## src/rtl/fir_seq_ctrl.sv

```systemverilog
// Sequencing controller for the FIR band filters and the shared circular sample queue.
// Define FIR_SEQ_RUN_CNT_EN to add run_cnt_o, a saturating count of completed passes.
module fir_seq_ctrl #(
   parameter int unsigned NUM_TAPS = 1021,
   parameter int unsigned ADDR_W   = 10,
   parameter int unsigned ROM_LAT  = 1
) (
   input  logic              clk,
   input  logic              rst_n,
   input  logic              new_smpl_i,
   input  logic              clr_ovr_i,
   output logic              wrt_en_o,
   output logic [ADDR_W-1:0] wrt_ptr_o,
   output logic [ADDR_W-1:0] rd_ptr_o,
   output logic              sequencing_o,
   output logic              busy_o,
   output logic              filled_o,
   output logic              smpl_out_vld_o,
`ifdef FIR_SEQ_RUN_CNT_EN
   output logic [15:0]       run_cnt_o,
`endif
   output logic              overrun_o
);

   localparam int unsigned TapW  = (NUM_TAPS > 1) ? $clog2(NUM_TAPS) : 1;
   localparam int unsigned FillW = $clog2(NUM_TAPS + 1);
   localparam int unsigned DrnW  = (ROM_LAT > 1) ? $clog2(ROM_LAT) : 1;

   localparam logic [TapW-1:0]   LastTap = TapW'(NUM_TAPS - 1);
   localparam logic [FillW-1:0]  FillMax = FillW'(NUM_TAPS);
   localparam logic [DrnW-1:0]   LastDrn = DrnW'((ROM_LAT > 0) ? ROM_LAT - 1 : 0);
   // Offset from the slot being written back to the oldest sample of the window.
   localparam logic [ADDR_W-1:0] WinOffs = ADDR_W'((2 ** ADDR_W) + 1 - NUM_TAPS);

   typedef enum logic [1:0] {StIdle, StRun, StDrain} state_e;

   state_e             state_q;
   logic [ADDR_W-1:0]  wrt_ptr_q, rd_ptr_q;
   logic [FillW-1:0]   fill_cnt_q, fill_cnt_d;
   logic [TapW-1:0]    tap_cnt_q;
   logic [DrnW-1:0]    drain_cnt_q;
   logic               seq_q, busy_q, filled_q, vld_q, ovr_q;
   logic               launch;

   always_comb begin
      fill_cnt_d = fill_cnt_q;
      if (new_smpl_i && (fill_cnt_q != FillMax)) begin
         fill_cnt_d = fill_cnt_q + 1'b1;
      end
   end

   // The launching sample itself counts toward a full window.
   assign launch = new_smpl_i && (state_q == StIdle) && (fill_cnt_d == FillMax);

   always_ff @(posedge clk or negedge rst_n) begin
      if (!rst_n) begin
         wrt_ptr_q  <= '0;
         fill_cnt_q <= '0;
         filled_q   <= 1'b0;
      end else begin
         if (new_smpl_i) begin
            wrt_ptr_q <= wrt_ptr_q + 1'b1;
         end
         fill_cnt_q <= fill_cnt_d;
         filled_q   <= (fill_cnt_d == FillMax);
      end
   end

   always_ff @(posedge clk or negedge rst_n) begin
      if (!rst_n) begin
         state_q     <= StIdle;
         rd_ptr_q    <= '0;
         tap_cnt_q   <= '0;
         drain_cnt_q <= '0;
         seq_q       <= 1'b0;
         busy_q      <= 1'b0;
         vld_q       <= 1'b0;
      end else begin
         vld_q <= 1'b0;
         unique case (state_q)
            StIdle: begin
               if (launch) begin
                  state_q   <= StRun;
                  rd_ptr_q  <= wrt_ptr_q + WinOffs;
                  tap_cnt_q <= '0;
                  seq_q     <= 1'b1;
                  busy_q    <= 1'b1;
               end
            end
            StRun: begin
               rd_ptr_q  <= rd_ptr_q + 1'b1;
               tap_cnt_q <= tap_cnt_q + 1'b1;
               if (tap_cnt_q == LastTap) begin
                  seq_q <= 1'b0;
                  if (ROM_LAT == 0) begin
                     state_q <= StIdle;
                     busy_q  <= 1'b0;
                     vld_q   <= 1'b1;
                  end else begin
                     state_q     <= StDrain;
                     drain_cnt_q <= '0;
                  end
               end
            end
            StDrain: begin
               drain_cnt_q <= drain_cnt_q + 1'b1;
               if (drain_cnt_q == LastDrn) begin
                  state_q <= StIdle;
                  busy_q  <= 1'b0;
                  vld_q   <= 1'b1;
               end
            end
            default: state_q <= StIdle;
         endcase
      end
   end

   // A set in the same cycle as a clear wins.
   always_ff @(posedge clk or negedge rst_n) begin
      if (!rst_n) begin
         ovr_q <= 1'b0;
      end else if (new_smpl_i && busy_q) begin
         ovr_q <= 1'b1;
      end else if (clr_ovr_i) begin
         ovr_q <= 1'b0;
      end
   end

`ifdef FIR_SEQ_RUN_CNT_EN
   logic [15:0] run_cnt_q;

   always_ff @(posedge clk or negedge rst_n) begin
      if (!rst_n) begin
         run_cnt_q <= '0;
      end else if (clr_ovr_i) begin
         run_cnt_q <= '0;
      end else if (vld_q && (run_cnt_q != 16'hFFFF)) begin
         run_cnt_q <= run_cnt_q + 1'b1;
      end
   end

   assign run_cnt_o = run_cnt_q;
`endif

   assign wrt_en_o       = new_smpl_i;
   assign wrt_ptr_o      = wrt_ptr_q;
   assign rd_ptr_o       = rd_ptr_q;
   assign sequencing_o   = seq_q;
   assign busy_o         = busy_q;
   assign filled_o       = filled_q;
   assign smpl_out_vld_o = vld_q;
   assign overrun_o      = ovr_q;

endmodule
```

## config.mk

```make
export PLATFORM = sky130hd
export DESIGN_NAME = fir_seq_ctrl
export DESIGN_NICKNAME = d
export VERILOG_FILES = /design/src/rtl/fir_seq_ctrl.sv
export SDC_FILE = /design/constraint.sdc
export NUM_CORES = 1
export LEC_CHECK = 0
export ABC_AREA = 1
export CORE_MARGIN = 4
export CORE_UTILIZATION = 57
export DETAILED_ROUTE_END_ITERATION = 10
export DONT_BUFFER_PORTS = 1
export PLACE_DENSITY = 0.71
export SETUP_SLACK_MARGIN = 0.1
export SYNTH_ARGS = -nofsm -noshare
export SYNTH_HDL_FRONTEND = slang
export SYNTH_SLANG_ARGS = --single-unit
export TNS_END_PERCENT = 10
```

## constraint.sdc

```tcl
create_clock -name clk -period 1.8 [get_ports clk]
set_input_delay 0.36 -clock clk [delete_from_list [all_inputs] [get_ports clk]]
set_output_delay 0.36 -clock clk [all_outputs]
set_load 0.1 [all_outputs]
```

==> run_results.csv, run 1 <==
group,metric,value,unit
status,status,"finished with violations",
status,violations,"setup timing",
setup_path,start_kind,"register",
pwr,clock_power_share,16.4,%
logic_synthesis,synth_warnings,0,
routing,antenna_left,0,
clocking,insertion_delay,310,ps
global_routing,grt_use_total,25.6,%
pwr,leakage,1.88,nW
setup_path,critPathBufInv,2,
global_routing,gr-total-overflow,0,
final_layout,layout_common_cells,"94 x nand2_1, 66 x buf_4, 53 x inv_1",
place,place_ws,-276,ps
floorplan,chipWidth,77.3,um
setup_path,arrival,2380,ps
floorplan,dieHeight,77.3,um
logic_synthesis,yosys_register_bits,48,
final_layout,area_delta_synth_final,35.0,%
global_routing,grt_pass1_vias,2626,
timing,skew,6.26,ps
timing,period_share,121,%
final_layout,final_area,3690,um2
floorplan,core-area,4500,um2
timing,worst_slack,-380,ps
setup_path,slowest_stage,"dfrtp_1",
place,portBuffers,0,
logic_synthesis,synth_nets,377,
timing,relSlewSlack,70.6,%
final_layout,drive_above_1_share,33.2,%
routing,drt_wl_total,7.77,mm
floorplan,pin_count,30,
timing,setup-violations-final,24,
setup_path,cp.required,2000,ps
timing,rsz0062_at_grt,"true",
final_layout,layout_commonest_cell,"nand2_1",
global_routing,grt_pass1_wl,12.2,mm
global_routing,antenna_found_initial,0,
place,gp_congestion,0.963,
timing,post-route-min-period,2180,ps
pwr,switching_share,46.4,%
clocking,clock_sinks,48,
logic_synthesis,synth.avg_cell_area,7.47,um2
setup_path,endpoint_kind,"register",
setup_path,max_stage_delay,360,ps
timing,drv_slew,0,
pwr,netSwitchingPower,2.36,mW
flow_run,drv_cap,0,
timing,fmax,459,MHz
hold_path,worstHoldStart,"clr_ovr_i",
clocking,path_clk_slew,90,ps
global_routing,grt_max_degree,49,
pwr,p_comb_share,54.4,%
pwr,intPower,2.73,mW
clocking,root_buffer,"clkbuf_8",
timing,worst_pin_slew,438,ps
floorplan,die_area,5970,um2
clocking,cts_tree,"yes",
routing,firstDrtPassIters,5,
logic_synthesis,synthCells,366,
clocking,htree_num_levels,2,
final_layout,fillCellCount,271,
routing,wl_per_cell,15.8,um
final_layout,antenna-diode-count,0,
hold_path,hold_class,"in -> reg",
setup_path,crit_type,"reg -> reg",
pwr,irDropWorstVdd,0.873,mV
logic_synthesis,synth_cell_types,26,
place,place_area,3190,um2
setup_path,timing.rr.start,"fill_cnt_q[4]",
setup_path,critPathTopFamily,"simple AND/OR/NAND/NOR gates",
logic_synthesis,syn-cell-area,2730,um2
setup_path,cpMostUsedCell,"nand3_2",
pwr,seqPwrFrac,29.2,%
routing,num_vias,2747,
floorplan,start_util,60.7,%
place,dp_hpwl,4.62,mm
setup_path,cp_cell_sequence,"nand2_1 > nor2_1 > nand3_4 > buf_6 > nand3_2 > nand2_1 > nand2_2 > nand3_2 > nor2_4 > nand3_4 > buf_6 > nand3_2 > nand2_2",
routing,vias_per_cell,5.58,
clocking,cts_buffer_depth,2,
final_layout,nets,450,
setup_path,critical_path.startpoint,"fill_cnt_q[4]",
routing,first_iter_violations,386,
timing,hold_viol,0,
floorplan,rows,24,
setup_path,path_max_fanout,7,
pwr,total_power,5.08,mW
clocking,cts_buffers,5,
pwr,powerDensity,1380,nW/um2
routing,drcViolationCount,0,
logic_synthesis,synth_seq_area_share,43.9,%
==> flip-flops by register name, summed over array words and instances (netlist names) <==
name	flops
busy_o	1
drain_cnt_q	1
fill_cnt_q	10
filled_o	1
overrun_o	1
rd_ptr_o	10
sequencing_o	1
smpl_out_vld_o	1
state_q	2
tap_cnt_q	10
wrt_ptr_o	10
==> per-layer routing <==
| metal | track usage, % | share of wire (%) | up-vias |
|---|---|---|---|
| met5 | 0 | 0 | - |
| met3 | 6.32 | 8.1 | 44 |
| li1 | - | - | 1285 |
| met2 | 41.3 | 48 | 152 |
| met4 | 10.1 | 4.6 | 0 |
| met1 | 32.9 | 40 | 1266 |
==> final timing paths <==
check	cells past startpoint	slack (ps)	end
min reg2reg	1	510	smpl_out_vld_o
min in group asynchronous	2	630	wrt_ptr_o[1]
max reg2reg	13	-380	rd_ptr_o[7]
max	13	-380	rd_ptr_o[7]
min	1	150	overrun_o
max in group asynchronous	2	940	rd_ptr_o[5]
==> cell families after synthesis <==
logic type                 count (synthesis)  share of synthesized area [%]
and+or+nand+nor                          203                           32.3
DFF                                       48                           43.9
adders and majority gates                  7                           3.20
AOI/OAI and AO/OA                         23                           4.39
xor gates and xnor gates                  19                           6.09
buffers and inverters                     66                           10.1
==> power groups by stage <==
stage	clock [mW]	sequential (mW)	combinational, mW
2_1_floorplan	0	2.13	0.705
3_3_place_gp	0	1.46	2.13
3_5_place_dp	0	1.47	2.15
4_1_cts	0.846	1.46	2.47
5_1_grt	0.897	1.51	2.92
6_report	0.835	1.48	2.77
==> Yosys cell counts <==
master / count / area share [%]
and2_1: 1 / 0.23
xnor2_1: 5 / 1.6
buf_2: 1 / 0.18
nand2_1: 106 / 15
o21ai_0: 17 / 3.1
or2_2: 1 / 0.23
buf_4: 3 / 0.82
o31ai_1: 1 / 0.27
dfrtp_1: 48 / 44
xor2_1: 14 / 4.5
clkbuf_1: 1 / 0.14
nand2_2: 3 / 0.69
a21oi_1: 3 / 0.55
inv_1: 56 / 7.7
inv_2: 2 / 0.27
o22ai_1: 2 / 0.46
nand3_2: 4 / 1.5
nand3b_1: 1 / 0.27
nor3_1: 6 / 1.1
nand3_1: 42 / 7.7
nand4_1: 7 / 1.6
ha_1: 7 / 3.2
buf_1: 1 / 0.14
buf_6: 2 / 0.82
nor4_1: 1 / 0.23
nor2_1: 31 / 4.3
==> timing repair <==
action                                  4_1_cts  5_1_grt
setup buffers                                10        3
hold buffers                                  2        0
endpoints found under the setup margin       24       29
resized for setup                            38       25
gates cloned                                  2        0
hold endpoints to repair                     48        0
pin swaps                                    21        9
==> metrics by stage <==
stage / utilization (%) / cells / TNS, ps / hold slack [ps]
floorplan: - / 366 / -2310 / 64.4
global placement: 70.8 / 467 / -4000 / 65.8
detailed placement: 70.8 / 467 / -5330 / 66.0
CTS: 79.6 / 489 / -4230 / 132
global route: 81.9 / 492 / -10980 / 139
finish: 81.9 / 492 / -7950 / 152
==> worst reg2reg max path, cell delays in order (launching register included) <==
cell	delay, ps
dfrtp_1	360
nand2_1	130
nor2_1	320
nand3_4	180
buf_6	190
nand3_2	80
nand2_1	70
nand2_2	90
nand3_2	90
nor2_4	130
nand3_4	150
buf_6	190
nand3_2	70
nand2_2	50
==> area by class of cell <==
type | count | area [um2] | area share [%]
well taps | 52 | 65.1 | 1.76
multi-input cells | 252 | 1460 | 39.5
clock buffers | 6 | 82.6 | 2.24
repair buffers | 74 | 604 | 16.4
inverters | 58 | 218 | 5.90
clock inverters | 2 | 38.8 | 1.05
flip-flops and latches | 48 | 1220 | 33.1
(Power assumes the default switching activity.)
==> inputs of run 2 (changes only) <==
--- a/config.mk
+++ b/config.mk
@@ -15,4 +15,4 @@
 export SYNTH_ARGS = -nofsm -noshare
 export SYNTH_HDL_FRONTEND = slang
 export SYNTH_SLANG_ARGS = --single-unit
-export TNS_END_PERCENT = 10
+export TNS_END_PERCENT = 20
==> run 2 against run 1 <==
The flow still finishes with violations (setup timing). Global-route usage unchanged. Critical path depth unchanged. Die area unchanged. Core utilization up 0.17 points. Critical endpoint unchanged. First-iteration DRC count down 9.3%. Hold slack worse by 2.8 ps. Final area up 0.20%. Cell count unchanged. Highest routed layer unchanged. Total power up 0.17%.
==> run_results.csv, run 2 (synthesis gave the netlist of run 1 again) <==
group,metric,value,unit
status,status,"finished with violations",
status,violations,"setup timing",
routing,drcViolationCount,0,
floorplan,die_area,5970,um2
setup_path,cp_cell_sequence,"nand2_1 > nor2_1 > nand3_4 > buf_4 > nand3_1 > nand2_1 > inv_2 > nand2_1 > nor2_4 > nand3_4 > buf_6 > nand3_2 > nand2_2",
setup_path,critPathTopFamily,"simple AND/OR/NAND/NOR gates",
global_routing,antenna_found_initial,0,
timing,worst_slack,-391,ps
clocking,cts_tree,"yes",
routing,num_vias,2776,
routing,first_iter_violations,350,
setup_path,arrival,2390,ps
place,dp_hpwl,4.62,mm
routing,vias_per_cell,5.64,
timing,fmax,457,MHz
floorplan,rows,24,
setup_path,max_stage_delay,360,ps
final_layout,layout_common_cells,"91 x nand2_1, 66 x buf_4, 53 x inv_1",
timing,setup-violations-final,24,
hold_path,hold_class,"in -> reg",
place,gp_congestion,0.963,
clocking,path_clk_slew,90,ps
clocking,cts_buffers,5,
setup_path,cp.required,2000,ps
global_routing,grt_use_total,25.6,%
clocking,root_buffer,"clkbuf_8",
final_layout,final_cells,492,
flow_run,drv_cap,0,
place,dp.cells,467,
global_routing,grt_max_degree,49,
routing,firstDrtPassIters,5,
final_layout,final_area,3700,um2
routing,drt_wl_total,7.81,mm
place,place_area,3190,um2
setup_path,endpoint_kind,"register",
pwr,leakage,1.88,nW
clocking,clock_sinks,48,
timing,hold_viol,0,
floorplan,start_util,60.7,%
timing,worst_pin_slew,409,ps
floorplan,pin_count,30,
timing,skew,9.01,ps
global_routing,grt_pass1_wl,12.2,mm
pwr,powerDensity,1380,nW/um2
timing,rsz0062_at_grt,"true",
final_layout,postLayoutCoreUtil,82.1,%
timing,post-route-min-period,2190,ps
routing,wl_per_cell,15.9,um
global_routing,gr-total-overflow,0,
global_routing,grt_pass1_vias,2626,
place,portBuffers,0,
floorplan,dieHeight,77.3,um
final_layout,drive_above_1_share,33.9,%
floorplan,core-area,4500,um2
setup_path,path_max_fanout,6,
pwr,irDropWorstVdd,0.872,mV
timing,fin_tns_setup,-8190,ps
setup_path,crit_type,"reg -> reg",
final_layout,nets,450,
clocking,insertion_delay,310,ps
final_layout,area_delta_synth_final,35.2,%
floorplan,chipWidth,77.3,um
setup_path,cpMostUsedCell,"nand2_1",
final_layout,antenna-diode-count,0,
setup_path,critPathBufInv,3,
final_layout,fillCellCount,271,
clocking,cts_buffer_depth,2,
final_layout,multi_input_area,1470,um2
setup_path,start_kind,"register",
final_layout,regArea,1220,um2
timing,drv_slew,0,
final_layout,layout_commonest_cell,"nand2_1",
clocking,htree_num_levels,2,
timing,relSlewSlack,72.5,%
timing,period_share,122,%
setup_path,slowest_stage,"dfrtp_1",
routing,antenna_left,0,
==> run 2: final timing paths <==
kind / start / to / slack (ps) / cells after the start
max: fill_cnt_q[4] / rd_ptr_o[7] / -390 / 13
min: clr_ovr_i / overrun_o / 150 / 1
max reg2reg: fill_cnt_q[4] / rd_ptr_o[7] / -390 / 13
min reg2reg: drain_cnt_q / smpl_out_vld_o / 520 / 1
max in group asynchronous: rst_n / rd_ptr_o[2] / 940 / 2
min in group asynchronous: rst_n / fill_cnt_q[2] / 630 / 2
==> run 2: where the power goes <==
| group | internal [mW] | total (mW) | switching [mW] |
|---|---|---|---|
| combinational | 0.988 | 2.77 | 1.78 |
| clock | 0.455 | 0.840 | 0.386 |
| sequential | 1.28 | 1.48 | 0.202 |
==> run 2: area by class of cell <==
class                      count  share of cell area, %
sequential                    48                   33.1
inverter                      58                   5.89
timing repair buffer          74                   16.3
tap                           52                   1.76
multi-input combinational    252                   39.7
clock inverter                 2                   1.05
clock buffer                   6                   2.23
==> run 2: repair_timing <==
action / in CTS / in global routing
hold buffers: 2 / 0
endpoints found under the hold margin: 48 / 0
setup endpoints to repair: 24 / 29
pin swaps: 21 / 9
gates resized for setup: 38 / 28
setup buffers: 10 / 3
cloned: 2 / 0
==> run 2: routing by layer <==
layer / vias up / share of wire (%) / GRT usage [%]
met2: 161 / 48 / 41.3
met3: 47 / 8.1 / 6.32
li1: 1286 / - / -
met1: 1282 / 40 / 32.9
met4: 0 / 4.7 / 10.1
met5: - / 0 / 0
==> run 2: per-stage QoR <==
stage               hold WS [ps]  worst slack, ps  power [mW]
global placement            65.8             -212        3.59
global route                 139             -487        5.32
detailed placement          66.0             -276        3.62
floorplan                   64.4             -124        2.83
finish                       149             -391        5.09
CTS                          132             -216        4.77
